File: src/rtl/gate_sequencer_pkg.sv
// Shared types and constants for the frequency-meter gate sequencer:
// FSM encoding, gate-range codes, result-word layout and the gate-length helper.
package gate_sequencer_pkg;

  typedef enum logic [1:0] {
    ST_IDLE,
    ST_GATE,
    ST_LATCH,
    ST_SEND
  } state_t;

  localparam int RANGE_W = 2;
  localparam logic [RANGE_W-1:0] RANGE_1S    = 2'd0;
  localparam logic [RANGE_W-1:0] RANGE_100MS = 2'd1;
  localparam logic [RANGE_W-1:0] RANGE_10MS  = 2'd2;
  localparam logic [RANGE_W-1:0] RANGE_1MS   = 2'd3;

  // Result word: [31:30] range, [29] ovf, [28:16] seq, [15:0] count
  localparam int DATA_W    = 32;
  localparam int RANGE_LSB = 30;
  localparam int OVF_BIT   = 29;
  localparam int SEQ_LSB   = 16;
  localparam int SEQ_W     = 13;
  localparam int COUNT_LSB = 0;
  localparam int COUNT_W   = 16;

  // Gate length in clk cycles: CLK_FREQ_HZ / 10^rng
  function automatic logic [31:0] gate_cycles(input int unsigned clk_freq_hz,
                                              input logic [RANGE_W-1:0] rng);
    logic [31:0] n;
    case (rng)
      RANGE_1S:    n = clk_freq_hz;
      RANGE_100MS: n = clk_freq_hz / 10;
      RANGE_10MS:  n = clk_freq_hz / 100;
      default:     n = clk_freq_hz / 1000;
    endcase
    return n;
  endfunction

endpackage

File: src/rtl/gate_sequencer_pulse_sync_edge.sv
// Brings the asynchronous pulse pin into the clk domain and emits a registered
// one-cycle pulse per rising edge; the pulse lags the pin by SYNC_STAGES+1 cycles.
module pulse_sync_edge #(
  parameter int SYNC_STAGES = 2
) (
  input  logic clk,
  input  logic rst,
  input  logic din,
  output logic pulse
);

  logic [SYNC_STAGES-1:0] sync_q;
  logic                   last_q;

  // NOTE: non-blocking assignments make every stage sample its predecessor's
  // old value, so the chain shifts exactly one stage per clock.
  always_ff @(posedge clk) begin
    if (rst) begin
      sync_q <= '0;
      last_q <= 1'b0;
      pulse  <= 1'b0;
    end else begin
      sync_q <= {sync_q[SYNC_STAGES-2:0], din};
      last_q <= sync_q[SYNC_STAGES-1];
      pulse  <= sync_q[SYNC_STAGES-1] & ~last_q;
    end
  end

endmodule

File: src/rtl/gate_sequencer.sv
// Frequency-meter measurement sequencer: gate window, saturating edge count,
// single-beat AXI-Stream result. GATE_SEQUENCER_AUTORANGE_EN enables auto gate ranging.
module gate_sequencer
  import gate_sequencer_pkg::*;
#(
  parameter int unsigned CLK_FREQ_HZ = 100_000_000,
  parameter int          CNT_W       = 16,
  parameter int          SYNC_STAGES = 2
) (
  input  logic              clk,
  input  logic              rst,
  input  logic              start,
  input  logic              stop,
  input  logic              continuous,
  input  logic [1:0]        range_sel,
  input  logic              pulse_signal,
  output logic              gate,
  output logic              busy,
  output logic [DATA_W-1:0] m_tdata,
  output logic              m_tvalid,
  input  logic              m_tready,
  output logic              m_tlast
);

  state_t              state, state_next;
  logic [31:0]         timer, gate_len;
  logic [RANGE_W-1:0]  range_q;
  logic                cont_q, stop_pending, ovf, edge_pulse;
  logic [CNT_W-1:0]    count;
  logic [SEQ_W-1:0]    seq;
  logic [DATA_W-1:0]   tdata_q, word;

  pulse_sync_edge #(.SYNC_STAGES(SYNC_STAGES)) u_sync (
    .clk  (clk),
    .rst  (rst),
    .din  (pulse_signal),
    .pulse(edge_pulse)
  );

  assign gate_len = gate_cycles(CLK_FREQ_HZ, range_q);

`ifdef GATE_SEQUENCER_AUTORANGE_EN
  localparam int unsigned LOW_THRESH = (CNT_W >= 4) ? (32'd1 << (CNT_W - 4)) : 32'd1;
  logic count_low;
  assign count_low = (32'(count) < LOW_THRESH);
`endif

  // NOTE: state_next gets its default before the case, so every path assigns
  // it and no latch is inferred.
  always_comb begin
    state_next = state;
    unique case (state)
      ST_IDLE:  if (start && !stop) state_next = ST_GATE;
      ST_GATE: begin
        if (stop)                          state_next = ST_IDLE;
        else if (timer == gate_len - 32'd1) state_next = ST_LATCH;
      end
      ST_LATCH: state_next = ST_SEND;
      ST_SEND: begin
        if (m_tready) state_next = (cont_q && !stop_pending && !stop) ? ST_GATE : ST_IDLE;
      end
      default:  state_next = ST_IDLE;
    endcase
  end

  always_comb begin
    word = '0;
    word[RANGE_LSB +: RANGE_W] = range_q;
    word[OVF_BIT]              = ovf;
    word[SEQ_LSB +: SEQ_W]     = seq;
    word[COUNT_LSB +: CNT_W]   = count;
  end

  always_ff @(posedge clk) begin
    if (rst) begin
      state        <= ST_IDLE;
      timer        <= '0;
      count        <= '0;
      ovf          <= 1'b0;
      seq          <= '0;
      range_q      <= RANGE_1S;
      cont_q       <= 1'b0;
      stop_pending <= 1'b0;
      tdata_q      <= '0;
    end else begin
      state <= state_next;
      unique case (state)
        ST_IDLE: begin
          if (state_next == ST_GATE) begin
            range_q <= range_sel;
            cont_q  <= continuous;
            timer   <= '0;
            count   <= '0;
            ovf     <= 1'b0;
          end
        end
        ST_GATE: begin
          timer <= timer + 32'd1;
          if (edge_pulse) begin
            if (count == '1) ovf   <= 1'b1;
            else             count <= count + 1'b1;
          end
        end
        ST_LATCH: begin
          tdata_q <= word;
          seq     <= seq + 1'b1;
`ifdef GATE_SEQUENCER_AUTORANGE_EN
          // Overflow shortens the gate; a near-empty count lengthens it
          if (cont_q) begin
            if (ovf && range_q != RANGE_1MS)           range_q <= range_q + 2'd1;
            else if (count_low && range_q != RANGE_1S) range_q <= range_q - 2'd1;
          end
`endif
        end
        ST_SEND: begin
          if (state_next == ST_GATE) begin
            timer <= '0;
            count <= '0;
            ovf   <= 1'b0;
`ifdef GATE_SEQUENCER_AUTORANGE_EN
            range_q <= range_q;
`else
            range_q <= range_sel;
`endif
          end
        end
        default: ;
      endcase

      if (state_next == ST_IDLE)
        stop_pending <= 1'b0;
      else if (stop && (state == ST_LATCH || state == ST_SEND))
        stop_pending <= 1'b1;
    end
  end

  assign gate     = (state == ST_GATE);
  assign busy     = (state != ST_IDLE);
  assign m_tvalid = (state == ST_SEND);
  assign m_tdata  = tdata_q;
  assign m_tlast  = 1'b1;

endmodule
File: config.mk
export PLATFORM = sky130hd
export DESIGN_NAME = gate_sequencer
export DESIGN_NICKNAME = d
export VERILOG_FILES = /design/src/rtl/gate_sequencer_pkg.sv /design/src/rtl/gate_sequencer_pulse_sync_edge.sv /design/src/rtl/gate_sequencer.sv
export SDC_FILE = /design/constraint.sdc
export NUM_CORES = 1
export LEC_CHECK = 0
export CAP_MARGIN = 0
export CORE_AREA = 2 2 138 140
export DETAILED_ROUTE_END_ITERATION = 7
export DIE_AREA = 0 0 140 142
export GPL_ROUTABILITY_DRIVEN = 0
export GPL_TIMING_DRIVEN = 0
export PLACE_DENSITY = 0.44
export REMOVE_ABC_BUFFERS = 1
export SYNTH_ARGS = -nofsm -noshare
export SYNTH_HDL_FRONTEND = slang
export SYNTH_HIERARCHICAL = 1
export SYNTH_SLANG_ARGS = --single-unit
File: constraint.sdc
create_clock -name clk -period 7 [get_ports clk]
set_clock_uncertainty 0.1 [all_clocks]
set_input_delay 0.7 -clock clk [delete_from_list [all_inputs] [get_ports clk]]
set_output_delay 0.7 -clock clk [all_outputs]
set_load 0.005 [all_outputs]
==> qor.csv, run 1 <==
metric,value,unit
Clock Tree Buf Depth,2,
maximum vdd drop,0.137,mV
number of CTS-inserted buffers,9,
Worst Setup SP,state[0],
critical path arrival,4.08,ns
fin crit share,0.561,
count of pins over their slew limit,0,
# rows,50,
CTS tree,yes,
Netlist cell types,58,
Ys Warns,6,
Seq cells post-synth,104,
Buffers on Ports,43,
initial core utilization,0.284,
hpwl dp,8800,um
combinational fraction of design power,0.386,
Post-Syn Instances,621,
number of global-route vias before repair,4188,
initial antenna violation count,0,
critical path peak fanout,33,
postcts setup bufs,0,
internal power,0.00115,W
Sequential Power Share,0.352,
most frequent cells in the layout,"dfxtp_1, nor2_1, nand3_1",
pwr dens,298,nW/um2
GR met1 Demand/Resource,0.184,
multi-input logic area,2950,um2
"commonest non-fill, non-tap cell in the layout",dfxtp_1,
Setup TNS,0,ns
Fmax,0.255,GHz
post-route cell area,6180,um2
sequential fraction of the synthesis area,0.397,
CP startpoint kind,flip-flop,
Leak,1.99,nW
RSZ-0062 raised after global routing,false,
share of layout cells above drive strength 1,0.0515,
drt wl/cell,14.9,um
CP endpoint kind,flip-flop,
first-pass GRT wire length,21500,um
1st-iter DRT viols,190,
# IOs,45,
number of detailed-route iterations in the first pass,8,
status,finished with violations,
Final min period,3.93,ns
full die area,19900,um2
# diodes,0,
DR vias,4467,
Async SR Flop Fraction,0,
Slew HR,0.356,
overall die height,142,um
beginning of the worst hold path,u_sync/last_q,
Sw Share,0.375,
Setup Crit Path Kind,flip-flop to flip-flop,
Syn Std Cell Area,5240,um2
met3 usage,0.0215,
"CTS clk-pin slew, worst paths",0.07,ns
largest net degree at the start of global routing,70,
Design Power,0.00184,W
WL final,13000,um
"Remaining Overflow, GRT",0,
Die X,140,um
vias per inst,5.11,
max-cap viol count,0,
# fillers,1877,
final setup violation count,0,
most used routing layer,met2,
"Primary FF master, synth",dfxtp_1,
reg2reg start,state[0],
GRT Overall Usage,0.133,
NetSw,0.000690,W
Critical Path RT,7.15,ns
met2 Usage GRT,0.206,
Synth Area per Inst,8.44,um2
clock sink count,104,
core area,18500,um2
slew at the pin with the worst max-slew slack,0.963,ns
hold buffer count at cts,0,
failing checks,DRC,
Reg area,2080,um2
# resized after CTS,0,
hold crit path type,flip-flop to flip-flop,
DRT antenna net count,0,
DRC viols,7,
Fin. Hold Viols,0,
fin nets,662,
CTS H-tree depth,3,
Post-synth EDFFs,0,
placed cell area,5900,um2
clock network fraction of total power,0.262,
P&R area growth vs syn,17.9,%
Root Driver,clkbuf_16,
latest clock arrival within the worst-skew pair,0.35,ns
[layout make-up]
type / instances / area share
Tap cell: 234 / 0.0474
Clock inverter: 3 / 0.00405
Inverter: 14 / 0.00850
Sequential cell: 104 / 0.337
Clock buffer: 11 / 0.0409
Multi-Input combinational cell: 462 / 0.477
Timing Repair Buffer: 47 / 0.0850
[synthesized netlist by cell type, types with 3 or more instances]
library cell | count | area [um2]
and3_1 | 7 | 43.8
a311oi_1 | 5 | 43.8
mux2i_1 | 41 | 410
nor2b_1 | 9 | 56.3
o21bai_1 | 5 | 37.5
a21oi_1 | 16 | 80.1
o21a_1 | 3 | 22.5
and2_1 | 4 | 25.0
ha_1 | 15 | 188
dfxtp_1 | 104 | 2080
inv_1 | 14 | 52.6
o221ai_1 | 6 | 52.6
and4_1 | 5 | 43.8
o22ai_1 | 3 | 18.8
or4_1 | 4 | 30.0
nor2_1 | 66 | 248
xor2_1 | 16 | 140
buf_1 | 7 | 26.3
xnor2_1 | 10 | 87.6
o211ai_1 | 3 | 22.5
nand2b_1 | 8 | 50.1
buf_2 | 4 | 20.0
o31ai_1 | 5 | 37.5
o21ai_0 | 41 | 205
or3_1 | 18 | 113
nand2_1 | 47 | 176
nand4_1 | 20 | 125
a311o_1 | 3 | 30.0
clkbuf_1 | 27 | 101
nor3_1 | 20 | 100
nand3_1 | 51 | 255
[kinds of logic after synthesis]
family	synth area share
fa+ha+maj	0.0358
other cells	0.000715
simple gates	0.262
mux	0.0783
flops	0.397
buf+inv	0.0427
xor+xnor	0.0434
compound gates	0.140
[critical path, stage by stage, from the launching register on]
cell	delay [ns]
dfxtp_1	0.43
inv_1	0.10
ha_1	0.78
nand2_2	0.65
or3_1	0.70
nor3_1	0.54
nand3_1	0.14
a211o_1	0.32
o41ai_2	0.05
[stage by stage]
step / worst slack (ns) / instances / utilization / hold WS [ns]
final: 3.07 / 875 / 0.335 / 0.315
after global placement: -0.234 / 857 / 0.314 / 0.295
after CTS: 2.56 / 875 / 0.335 / 0.320
after detailed placement: 2.59 / 861 / 0.320 / 0.309
after global routing: 2.75 / 875 / 0.335 / 0.333
after floorplan: 2.86 / 580 / - / 0.287
[flip-flops by register name, summed over array words and instances, names as in the netlist, 2 cells and up]
name / cells
count: 16
m_tdata: 32
range_q: 2
seq: 13
state: 2
timer: 32
u_sync/sync_q: 2
[power groups by stage]
| stage | Clock, W | Combinational [W] | Sequential (W) |
|---|---|---|---|
| 2_1_floorplan | 0 | 0.000436 | 0.000651 |
| 3_3_place_gp | 0 | 0.000628 | 0.000660 |
| 3_5_place_dp | 0 | 0.000718 | 0.000662 |
| 4_1_cts | 0.000506 | 0.000721 | 0.000648 |
| 5_1_grt | 0.000528 | 0.000786 | 0.000652 |
| 6_report | 0.000483 | 0.000710 | 0.000648 |
[final timing paths]
kind | end | slack, ns | cells past startpoint
worst max-delay path | timer[15] | 3.07 | 8
worst min-delay path | u_sync/pulse | 0.31 | 1
worst max register to register | timer[15] | 3.07 | 8
worst min register to register | u_sync/pulse | 0.31 | 1
[layer usage]
layer  share of wire  wire length (um)
met5               0                 0
met4           0.016               206
met3           0.029               380
met2            0.44              5720
met1            0.52              6710
Note: power is estimated with default switching activity, not from simulation.
==> run 2, diff against run 1 <==
--- a/config.mk
+++ b/config.mk
@@ -11,7 +11,7 @@
 export DIE_AREA = 0 0 140 142
 export GPL_ROUTABILITY_DRIVEN = 0
 export GPL_TIMING_DRIVEN = 0
-export PLACE_DENSITY = 0.44
+export PLACE_DENSITY = 0.46
 export REMOVE_ABC_BUFFERS = 1
 export SYNTH_ARGS = -nofsm -noshare
 export SYNTH_HDL_FRONTEND = slang
==> constraint.sdc (replaced) <==
create_clock -name clk -period 3.2 [get_ports clk]
set_clock_uncertainty 0.1 [all_clocks]
set_input_delay 0.32 -clock clk [delete_from_list [all_inputs] [get_ports clk]]
set_output_delay 0.32 -clock clk [all_outputs]
set_load 0.005 [all_outputs]
==> qor.csv, run 2 (same netlist as run 1, synthesis figures left out) <==
metric,value,unit,change
core area,18500,um2,unchanged
non-filler instance count after layout,879,,+0.46%
Clock Tree Buf Depth,2,,unchanged
overall die height,142,um,unchanged
failing checks,DRC,,
DRC viols,7,,unchanged
WL final,12700,um,-2.0%
initial antenna violation count,0,,unchanged
FF-to-FF path depth,8,,unchanged
Placed Cells,861,,unchanged
number of global-route vias before repair,4265,,+1.8%
number of CTS-inserted buffers,9,,unchanged
pwr dens,648,nW/um2,+120%
DR vias,4424,,-0.96%
drt wl/cell,14.5,um,-2.5%
Critical Path RT,3.35,ns,-3.80 ns
latest clock arrival within the worst-skew pair,0.35,ns,about the same
CTS tree,yes,,
critical path peak fanout,33,,unchanged
final setup violation count,0,,unchanged
most frequent cells in the layout,"dfxtp_1, nor2_1, nand3_1",,
CTS H-tree depth,3,,unchanged
most used routing layer,met2,,
r2r endpoint,timer[15],,
P&R area growth vs syn,18.5,%,
hold crit path type,input port to flip-flop,,
# rows,50,,unchanged
largest net degree at the start of global routing,59,,-16%
Hold Path Depth,2,,+1
slew at the pin with the worst max-slew slack,0.868,ns,-0.0949 ns
count of pins over their slew limit,0,,unchanged
# diodes,0,,unchanged
reg2reg start,state[0],,
Root Driver,clkbuf_16,,
status,finished with violations,,
Hold Path End,m_tdata[25],,
internal reg-to-reg setup slack,0.34,ns,-2.74 ns
"Remaining Overflow, GRT",0,,unchanged
GR met1 Demand/Resource,0.179,,-0.00582
CP startpoint kind,flip-flop,,
# IOs,45,,unchanged
RSZ-0062 raised after global routing,false,,
Fin. Hold Viols,0,,unchanged
Leak,2.01,nW,+0.55%
vias per inst,5.03,,-1.4%
initial core utilization,0.284,,unchanged
critical path arrival,3.01,ns,-1.07 ns
beginning of the worst hold path,rst,,
Fmax,0.349,GHz,+37%
CP endpoint kind,flip-flop,,
Buffers on Ports,43,,unchanged
fin nets,664,,+0.30%
first-pass GRT wire length,21700,um,+0.67%
fin crit share,0.894,,+0.333
number of detailed-route iterations in the first pass,8,,unchanged
"CTS clk-pin slew, worst paths",0.07,ns,about the same
maximum vdd drop,0.332,mV,+140%
DRT antenna net count,0,,unchanged
full die area,19900,um2,unchanged
share of layout cells above drive strength 1,0.0651,,+0.0136
Setup Crit Path Kind,flip-flop to flip-flop,,
Final min period,2.86,ns,-1.06 ns
Slew HR,0.421,,+0.0645
clock sink count,104,,unchanged
GRT Overall Usage,0.133,,-0.000144
Design Power,0.00402,W,+120%
met3 usage,0.0225,,+0.00101
"commonest non-fill, non-tap cell in the layout",dfxtp_1,,
max-cap viol count,0,,unchanged
met2 Usage GRT,0.216,,+0.0101
1st-iter DRT viols,278,,+46%
Die X,140,um,unchanged
hpwl dp,8500,um,-3.5%
## run 2: changes by cell type in the layout (fill, tap and decap cells not counted), moves of 2 or more
cell      change
clkinv_2      +2
buf_4         +2
buf_16        -2
clkbuf_8      -2
## run 2: worst max-delay path by stage
stage,from,endpoint,cells past startpoint
2_1_floorplan,state[0],count[12],7
3_3_place_gp,rst,timer[23],5
3_5_place_dp,state[0],timer[15],8
4_1_cts,range_q[0],count[0],10
5_1_grt,range_q[1],timer[15],11
6_report,state[0],timer[15],8
## run 2: timing repair
| item | 4_1_cts | 5_1_grt |
|---|---|---|
| hold buffers | 0 | 0 |
| gates resized for setup | 6 | 4 |
| setup endpoints to repair | 41 | 47 |
| cloned | 0 | 0 |
| buffers inserted | 0 | 2 |
| pin swaps | 0 | 2 |
## run 2: cell type report
class / instances / area [um2]
fillers: 1864 / 12200
multi-input cells: 462 / 2990
flip-flops and latches: 104 / 2080
repair buffers: 49 / 520
well taps: 234 / 293
clock buffers: 10 / 229
inverters: 14 / 52.6
clock inverters: 6 / 42.5
## run 2: power by group
group | switching (W) | total (W) | internal, W
Combinational | 0.000962 | 0.00157 | 0.000604
Sequential | 0.0000678 | 0.00142 | 0.00135
Clock | 0.000510 | 0.00104 | 0.000532
Total | 0.00154 | 0.00402 | 0.00248
## run 2: metrics by stage
stage	utilization	setup TNS [ns]	worst slack, ns	hold WS, ns	area [um2]
after floorplan	-	-44.48	-0.939	0.285	5070
after global placement	0.314	-199.61	-3.67	0.296	5790
after detailed placement	0.319	-24.86	-1.13	0.301	5880
after CTS	0.335	0	0.0721	0.304	6180
after global routing	0.337	0	0.0774	0.318	6210
final	0.337	0	0.338	0.302	6210
## run 2: routing by layer
layer  vias to the layer above  wire length (um)
li1                       2254                 -
met1                      2090              6370
met2                        70              5710
met3                        10               486
met4                         0               186
met5                         -                 0
## run 2: critical path, cell delays in order (launching register included)
cell,delay (ns)
dfxtp_1,0.42
inv_1,0.12
ha_4,0.45
nand2_4,0.30
or3_4,0.53
nor3_2,0.36
nand3_1,0.12
a211o_1,0.31
o41ai_2,0.05
